<file path="config.mk">
export PLATFORM = sky130hd
export DESIGN_NAME = snake_pixel_engine
export DESIGN_NICKNAME = d
export VERILOG_FILES = /design/src/rtl/snake_pixel_engine.sv
export SDC_FILE = /design/constraint.sdc
export NUM_CORES = 1
export LEC_CHECK = 0
export ABC_AREA = 0
export ABC_CLOCK_PERIOD_IN_PS = 5600
export BUFFER_PORTS_ARGS = -buffer_cell sky130_fd_sc_hd__buf_2
export CAP_MARGIN = 10
export CORE_ASPECT_RATIO = 0.8
export CORE_MARGIN = 2
export CORE_UTILIZATION = 63
export CTS_CLUSTER_SIZE = 8
export DETAILED_ROUTE_END_ITERATION = 7
export PLACE_DENSITY = 0.81
export SLEW_MARGIN = 20
export SYNTH_ARGS = -nofsm -noshare
export SYNTH_HDL_FRONTEND = slang
export SYNTH_SLANG_ARGS = --single-unit
</file>
<file path="constraint.sdc">
create_clock -name VGA_clk -period 5.6 [get_ports VGA_clk]
set_clock_uncertainty 0.15 [all_clocks]
set_input_delay 1.12 -clock VGA_clk [delete_from_list [all_inputs] [get_ports VGA_clk]]
set_output_delay 1.12 -clock VGA_clk [all_outputs]
set_load 0.02 [all_outputs]
</file>
<file path="src/rtl/snake_pixel_engine.sv">
// Snake game state and pixel colour stage behind the VGA timing generator.
// The game advances once per FRAMES_PER_STEP frames; RGB is registered.
module snake_pixel_engine #(
  parameter int CELL_SHIFT      = 4,
  parameter int GRID_W          = 40,
  parameter int GRID_H          = 30,
  parameter int MAX_LEN         = 16,
  parameter int FRAMES_PER_STEP = 8
) (
  input  logic       VGA_clk,
  input  logic       reset,
  input  logic [9:0] xCount,
  input  logic [9:0] yCount,
  input  logic       displayArea,
  input  logic       btnUp,
  input  logic       btnDown,
  input  logic       btnLeft,
  input  logic       btnRight,
  output logic [3:0] VGA_R,
  output logic [3:0] VGA_G,
  output logic [3:0] VGA_B,
  output logic [7:0] score,
  output logic       gameOver
);

  localparam int CNT_W =
    (FRAMES_PER_STEP > 1) ? $clog2(FRAMES_PER_STEP) : 1;
  localparam logic [CNT_W-1:0] CNT_LAST =
    CNT_W'(FRAMES_PER_STEP - 1);

  localparam logic [5:0]  AX0   = 6'd30;
  localparam logic [4:0]  AY0   = 5'd15;
  localparam logic [4:0]  LEN0  = 5'd3;
  localparam logic [15:0] LFSR0 = 16'hACE1;

  localparam logic [11:0] C_HEAD = 12'hFF0;
  localparam logic [11:0] C_BODY = 12'h0F0;
  localparam logic [11:0] C_APPL = 12'hF00;
  localparam logic [11:0] C_DEAD = 12'h400;
  localparam logic [11:0] C_NONE = 12'h000;

  typedef enum logic [1:0] {
    S_IDLE,
    S_RUN,
    S_DEAD
  } state_e;

  typedef enum logic [1:0] {
    D_UP,
    D_DOWN,
    D_LEFT,
    D_RIGHT
  } dir_e;

  function automatic dir_e opp(input dir_e d);
    return dir_e'({d[1], ~d[0]});
  endfunction

  // Initial snake lies horizontally, head at (20,15)
  function automatic logic [5:0] seg_x0(input int i);
    return (i < 3) ? 6'(20 - i) : 6'd0;
  endfunction

  function automatic logic [4:0] seg_y0(input int i);
    return (i < 3) ? 5'd15 : 5'd0;
  endfunction

  state_e state_q, state_d;
  dir_e   dir_q, dir_d;
  dir_e   last_q, last_d;
  logic [4:0]  len_q, len_d;
  logic [5:0]  seg_x_q [MAX_LEN];
  logic [5:0]  seg_x_d [MAX_LEN];
  logic [4:0]  seg_y_q [MAX_LEN];
  logic [4:0]  seg_y_d [MAX_LEN];
  logic [5:0]  apple_x_q, apple_x_d;
  logic [4:0]  apple_y_q, apple_y_d;
  logic [7:0]  score_q, score_d;
  logic        over_q, over_d;
  logic        seen_q, seen_d;
  logic [CNT_W-1:0] cnt_q, cnt_d;
  logic [15:0] lfsr_q, lfsr_d;
  logic [11:0] rgb_q, rgb_d;

  logic       any_btn;
  logic       frame_tick;
  logic       step;
  logic       move;
  logic       init;
  logic       req_v;
  dir_e       req;
  logic [6:0] dx, dy;
  logic [6:0] nx, ny;
  logic [5:0] hx;
  logic [4:0] hy;
  logic       wall;
  logic       eat;
  logic       self_hit;
  logic [4:0] lim;
  logic [5:0] new_ax;
  logic [4:0] new_ay;
  logic [5:0] cell_x, cell_y;
  logic       is_head, is_body, is_apple;

  assign any_btn = btnUp | btnDown | btnLeft | btnRight;
  assign frame_tick = (xCount == 10'd0) && (yCount == 10'd480);
  assign step = frame_tick && (state_q == S_RUN)
             && (cnt_q == CNT_LAST);

  always_comb begin
    req_v = 1'b1;
    req   = D_RIGHT;
    priority case (1'b1)
      btnUp:    req = D_UP;
      btnDown:  req = D_DOWN;
      btnLeft:  req = D_LEFT;
      btnRight: req = D_RIGHT;
      default:  req_v = 1'b0;
    endcase
  end

  // Head arithmetic is 7-bit two's complement so x/y = -1 reads as a wall
  always_comb begin
    dx = 7'd0;
    dy = 7'd0;
    unique case (dir_q)
      D_UP:    dy = 7'h7F;
      D_DOWN:  dy = 7'd1;
      D_LEFT:  dx = 7'h7F;
      D_RIGHT: dx = 7'd1;
    endcase
    nx = {1'b0, seg_x_q[0]} + dx;
    ny = {2'b00, seg_y_q[0]} + dy;
    hx = nx[5:0];
    hy = ny[4:0];
    wall = nx[6] | ny[6]
         | (nx[5:0] >= 6'(GRID_W))
         | (ny[5:0] >= 6'(GRID_H));
    eat = !wall && (hx == apple_x_q) && (hy == apple_y_q);
    lim = eat ? len_q : len_q - 5'd1;
    self_hit = 1'b0;
    for (int i = 0; i < MAX_LEN; i++) begin
      if ((5'(i) < lim) && (seg_x_q[i] == hx)
          && (seg_y_q[i] == hy))
        self_hit = 1'b1;
    end
    new_ax = (lfsr_q[5:0] >= 6'(GRID_W))
           ? lfsr_q[5:0] - 6'(GRID_W) : lfsr_q[5:0];
    new_ay = (lfsr_q[12:8] >= 5'(GRID_H))
           ? lfsr_q[12:8] - 5'(GRID_H) : lfsr_q[12:8];
  end

  assign move = step && !wall && !self_hit;

  always_comb begin
    state_d   = state_q;
    dir_d     = dir_q;
    last_d    = last_q;
    len_d     = len_q;
    seg_x_d   = seg_x_q;
    seg_y_d   = seg_y_q;
    apple_x_d = apple_x_q;
    apple_y_d = apple_y_q;
    score_d   = score_q;
    cnt_d     = cnt_q;
    seen_d    = 1'b0;
    init      = 1'b0;
    lfsr_d    = {lfsr_q[0] ^ lfsr_q[2] ^ lfsr_q[3] ^ lfsr_q[5],
                 lfsr_q[15:1]};

    if (frame_tick && (state_q == S_RUN))
      cnt_d = step ? '0 : cnt_q + 1'b1;

    unique case (state_q)
      S_IDLE: if (any_btn) state_d = S_RUN;
      S_RUN: if (step && (wall || self_hit)) state_d = S_DEAD;
      S_DEAD: begin
        seen_d = seen_q | ~any_btn;
        if (any_btn && seen_q) begin
          state_d = S_IDLE;
          init    = 1'b1;
        end
      end
      default: state_d = S_IDLE;
    endcase

    if (move) begin
      for (int i = 1; i < MAX_LEN; i++) begin
        seg_x_d[i] = seg_x_q[i-1];
        seg_y_d[i] = seg_y_q[i-1];
      end
      seg_x_d[0] = hx;
      seg_y_d[0] = hy;
      last_d     = dir_q;
      if (eat) begin
        len_d = (len_q == 5'(MAX_LEN)) ? len_q : len_q + 5'd1;
        score_d = (score_q == 8'hFF) ? score_q : score_q + 8'd1;
        apple_x_d = new_ax;
        apple_y_d = new_ay;
      end
    end

    // Compared with the post-move heading so a late press cannot reverse
    if (req_v && (req != opp(last_d)))
      dir_d = req;

    if (init) begin
      dir_d  = D_RIGHT;
      last_d = D_RIGHT;
      len_d  = LEN0;
      for (int i = 0; i < MAX_LEN; i++) begin
        seg_x_d[i] = seg_x0(i);
        seg_y_d[i] = seg_y0(i);
      end
      apple_x_d = AX0;
      apple_y_d = AY0;
      score_d   = 8'd0;
      cnt_d     = '0;
    end

    over_d = (state_d == S_DEAD);
  end

  assign cell_x = 6'(xCount >> CELL_SHIFT);
  assign cell_y = 6'(yCount >> CELL_SHIFT);

  always_comb begin
    is_head = (cell_x == seg_x_q[0])
           && (cell_y == {1'b0, seg_y_q[0]});
    is_apple = (cell_x == apple_x_q)
            && (cell_y == {1'b0, apple_y_q});
    is_body = 1'b0;
    for (int i = 1; i < MAX_LEN; i++) begin
      if ((5'(i) < len_q) && (cell_x == seg_x_q[i])
          && (cell_y == {1'b0, seg_y_q[i]}))
        is_body = 1'b1;
    end
    rgb_d = C_NONE;
    if (!displayArea)
      rgb_d = C_NONE;
    else if (is_head)
      rgb_d = C_HEAD;
    else if (is_body)
      rgb_d = C_BODY;
    else if (is_apple)
      rgb_d = C_APPL;
    else if (state_q == S_DEAD)
      rgb_d = C_DEAD;
  end

  always_ff @(posedge VGA_clk) begin
    if (reset) begin
      state_q <= S_IDLE;
      dir_q   <= D_RIGHT;
      last_q  <= D_RIGHT;
      len_q   <= LEN0;
      for (int i = 0; i < MAX_LEN; i++) begin
        seg_x_q[i] <= seg_x0(i);
        seg_y_q[i] <= seg_y0(i);
      end
      apple_x_q <= AX0;
      apple_y_q <= AY0;
      score_q   <= 8'd0;
      over_q    <= 1'b0;
      seen_q    <= 1'b0;
      cnt_q     <= '0;
      lfsr_q    <= LFSR0;
      rgb_q     <= 12'h000;
    end else begin
      state_q   <= state_d;
      dir_q     <= dir_d;
      last_q    <= last_d;
      len_q     <= len_d;
      seg_x_q   <= seg_x_d;
      seg_y_q   <= seg_y_d;
      apple_x_q <= apple_x_d;
      apple_y_q <= apple_y_d;
      score_q   <= score_d;
      over_q    <= over_d;
      seen_q    <= seen_d;
      cnt_q     <= cnt_d;
      lfsr_q    <= lfsr_d;
      rgb_q     <= rgb_d;
    end
  end

  assign VGA_R    = rgb_q[11:8];
  assign VGA_G    = rgb_q[7:4];
  assign VGA_B    = rgb_q[3:0];
  assign score    = score_q;
  assign gameOver = over_q;

endmodule

</file>
==> results_dict.tcl <==
set metrics [dict create \
    critPathCaptureType "flop" \
    synth_seq_cells 230 \
    dpl.hpwl_mm 29.9 \
    dp.cells 1911 \
    grt_pass1_vias 11900 \
    fmax_mhz 184 \
    multi_input_area_sq_mm 0.00930 \
    fin_area_sq_mm 0.0160 \
    worstPathRequired_ps 5810 \
    core_sq_mm 0.0225 \
    cts.sinks 230 \
    port_buffers 43 \
    area_delta_synth_final_pct 10.5 \
    gp_congestion 1.04 \
    clk_pin_slew_worst_paths_ps 50 \
    peakVddDrop_mv 0.250 \
    tritoncts "yes" \
    avgSynthCellArea_sq_um 8.93 \
    worst_pin_slew_ps 935 \
    status "finished clean" \
    final_common_cell "dfxtp_1" \
    wl_mm 43.5 \
    die_area_sq_mm 0.0242 \
    die_w_um 174 \
    clk_latency_ps 520 \
    drc 0 \
    start_util_pct 64.4 \
    globalRouteTotalUtil_pct 35.5 \
    hold_viol 0 \
    hold_ws_ps 254 \
    ys_warn_count 0 \
    critical_path_class "reg -> reg" \
    ant_nets 0 \
    grt_start_max_net_pins 74 \
    setup_viol 0 \
    hold_path_class "reg -> reg" \
    fillCellCount 1742 \
    synth_edf_count 0 \
    h-tree-depth 2 \
    dr.first_iter.drc_count 1614 \
    grt_first_pass_wirelength_mm 67.6 \
    place_area_sq_mm 0.0150 \
    p_leak_nw 7.31 \
    row_count 49 \
    num_io_pins 48 \
    die-height_um 140 \
    regArea_sq_mm 0.00460 \
    slew_viol_final 0 \
    drive_gt1_share_pct 10.8 \
    fin_crit_ps 5440 \
    slew_headroom_pct 37.6 \
    nets 1682 \
    netlist_area_sq_mm 0.0145 \
    antenna_found_initial 2 \
    critical_path.max_fanout 65 \
    critPathArrivalTime_ps 5660 \
    powerDensity_mw_per_mm2 248 \
    cp-start-kind "flop" \
    vias 12300 \
    layout_common_cells "230 x dfxtp_1, 203 x xnor2_1, 202 x nor2_1" \
    yosys.cell_types.count 81 \
    fin_crit_sh_pct 97.2 \
    wl_per_cell_um 22.3 \
    maxCapViolations 0 \
    ys.flop_type "dfxtp_1" \
    cts_buffers 34 \
    cts_max_path_buffers 3 \
    via_per_inst 6.31 \
    grt_overflow 0 \
    synthCells 1622 \
    ys_async_sr_fraction_pct 0 \
    dr.pass1.iters 6 \
    seq_area_frac_synth_pct 31.8 \
    cts_root_buf "clkbuf_16" \
    fin_cells 1952 \
]
==> what timing repair did <==
| item | CTS | global route |
|---|---|---|
| resized for setup | 0 | 5 |
| setup buffers | 0 | 1 |
| endpoints found under the setup margin | 0 | 179 |
| hold buffers | 0 | 0 |
==> per-stage QoR <==
stage	util, %	total power [mW]	setup slack, ps	setup TNS (ps)
after floorplan	-	2.02	500	0
after global placement	66.9	2.14	276	0
after detailed placement	66.9	2.15	210	0
after CTS	71.0	3.96	118	0
after global routing	71.1	4.08	-36.3	-469
final	71.2	3.97	158	0
==> critical path: stages, from the launching register on <==
cell and delay (ps):
dfxtp_1 430, nor2b_1 260, xnor2_1 160, ha_1 300, nor2_1 80, mux2i_1 430
xnor2_2 300, buf_12 240, xnor2_1 140, nand3_1 130, or4_1 720, and4_1 240
o2bb2ai_1 260, a2111oi_4 100, nand4_1 200, buf_4 350, buf_12 400, mux2i_1 260
nor2_1 60
==> power by group <==
group	internal (mW)	switching (mW)
clock	1.11	0.718
combinational	0.186	0.299
sequential	1.65	0.00864
==> metal layers <==
layer | GRT usage (%) | wire [um] | vias up
li1 | - | - | 5580
met1 | 49.7 | 18500 | 5904
met5 | 0 | 13 | -
met3 | 8.61 | 5010 | 138
met2 | 51.9 | 18200 | 698
met4 | 16.0 | 1810 | 2
==> cells in the mapped netlist, types with 4 or more instances <==
cell type / number / area [sq um]
o21ai_0: 18 / 90.1
nor4_1: 51 / 319
xor2_1: 182 / 1590
nor3b_1: 4 / 30.0
o211ai_1: 14 / 105
o21ai_1: 9 / 45.0
mux2i_1: 173 / 1730
nand3_1: 36 / 180
clkbuf_1: 70 / 263
buf_6: 5 / 56.3
or4_1: 8 / 60.1
nor2b_1: 15 / 93.8
a31oi_1: 13 / 81.3
buf_1: 9 / 33.8
or2_2: 9 / 56.3
a41oi_1: 4 / 35.0
ha_1: 13 / 163
a21oi_1: 25 / 125
xnor2_1: 206 / 1800
nor2_1: 202 / 758
buf_2: 32 / 160
xnor3_1: 14 / 315
or3_1: 10 / 62.6
and2_1: 5 / 31.3
nand2_1: 76 / 285
nand2b_1: 9 / 56.3
nand4_1: 38 / 238
and3_1: 5 / 31.3
dfxtp_1: 230 / 4600
nor3_1: 23 / 115
o2111ai_1: 7 / 61.3
nand3b_1: 6 / 45.0
buf_4: 10 / 75.1
inv_1: 18 / 67.6
==> kinds of logic (layout without fill, tap and decap cells) <==
kind of cell / Yosys count / in the layout / synth area share, %
simple gates: 514 / 514 / 17.4
xor+xnor: 407 / 407 / 26.3
flops: 230 / 230 / 31.8
mux: 173 / 173 / 12.0
buf+inv: 144 / 164 / 4.53
compound gates: 140 / 140 / 6.93
fa+ha+maj: 13 / 13 / 1.12
other cells: 1 / 5 / 0.0259
==> area by class of cell <==
class                           instances  area share [%]
Multi-Input combinational cell       1251            58.1
Clock buffer                           37            5.52
Timing Repair Buffer                  107            4.60
Inverter                               18           0.422
Clock inverter                          2           0.203
Antenna cell                            1          0.0156
Tap cell                              306            2.39
Sequential cell                       230            28.8
==> state kept, by name (all words and copies together) (netlist names), 2 cells and up <==
name / count
seg_x_q: 96
seg_y_q: 80
lfsr_q: 16
score: 8
apple_x_q: 6
apple_y_q: 5
len_q: 5
cnt_q: 3
rgb_q: 3
dir_q: 2
last_q: 2
state_q: 2
==> path summary, 6_finish.rpt <==
kind / end / depth (start not counted) / start / slack [ps]
max: seg_y_q[63]$_SDFFE_PP0P_ / 18 / dir_q[1]$_SDFFE_PP1P_ / 160
min: lfsr_q[6]$_SDFF_PP1_ / 1 / lfsr_q[7]$_SDFF_PP1_ / 250
max reg2reg: seg_y_q[63]$_SDFFE_PP0P_ / 18 / dir_q[1]$_SDFFE_PP1P_ / 160
min reg2reg: lfsr_q[6]$_SDFF_PP1_ / 1 / lfsr_q[7]$_SDFF_PP1_ / 250
Power figures use the tool's default switching activity.
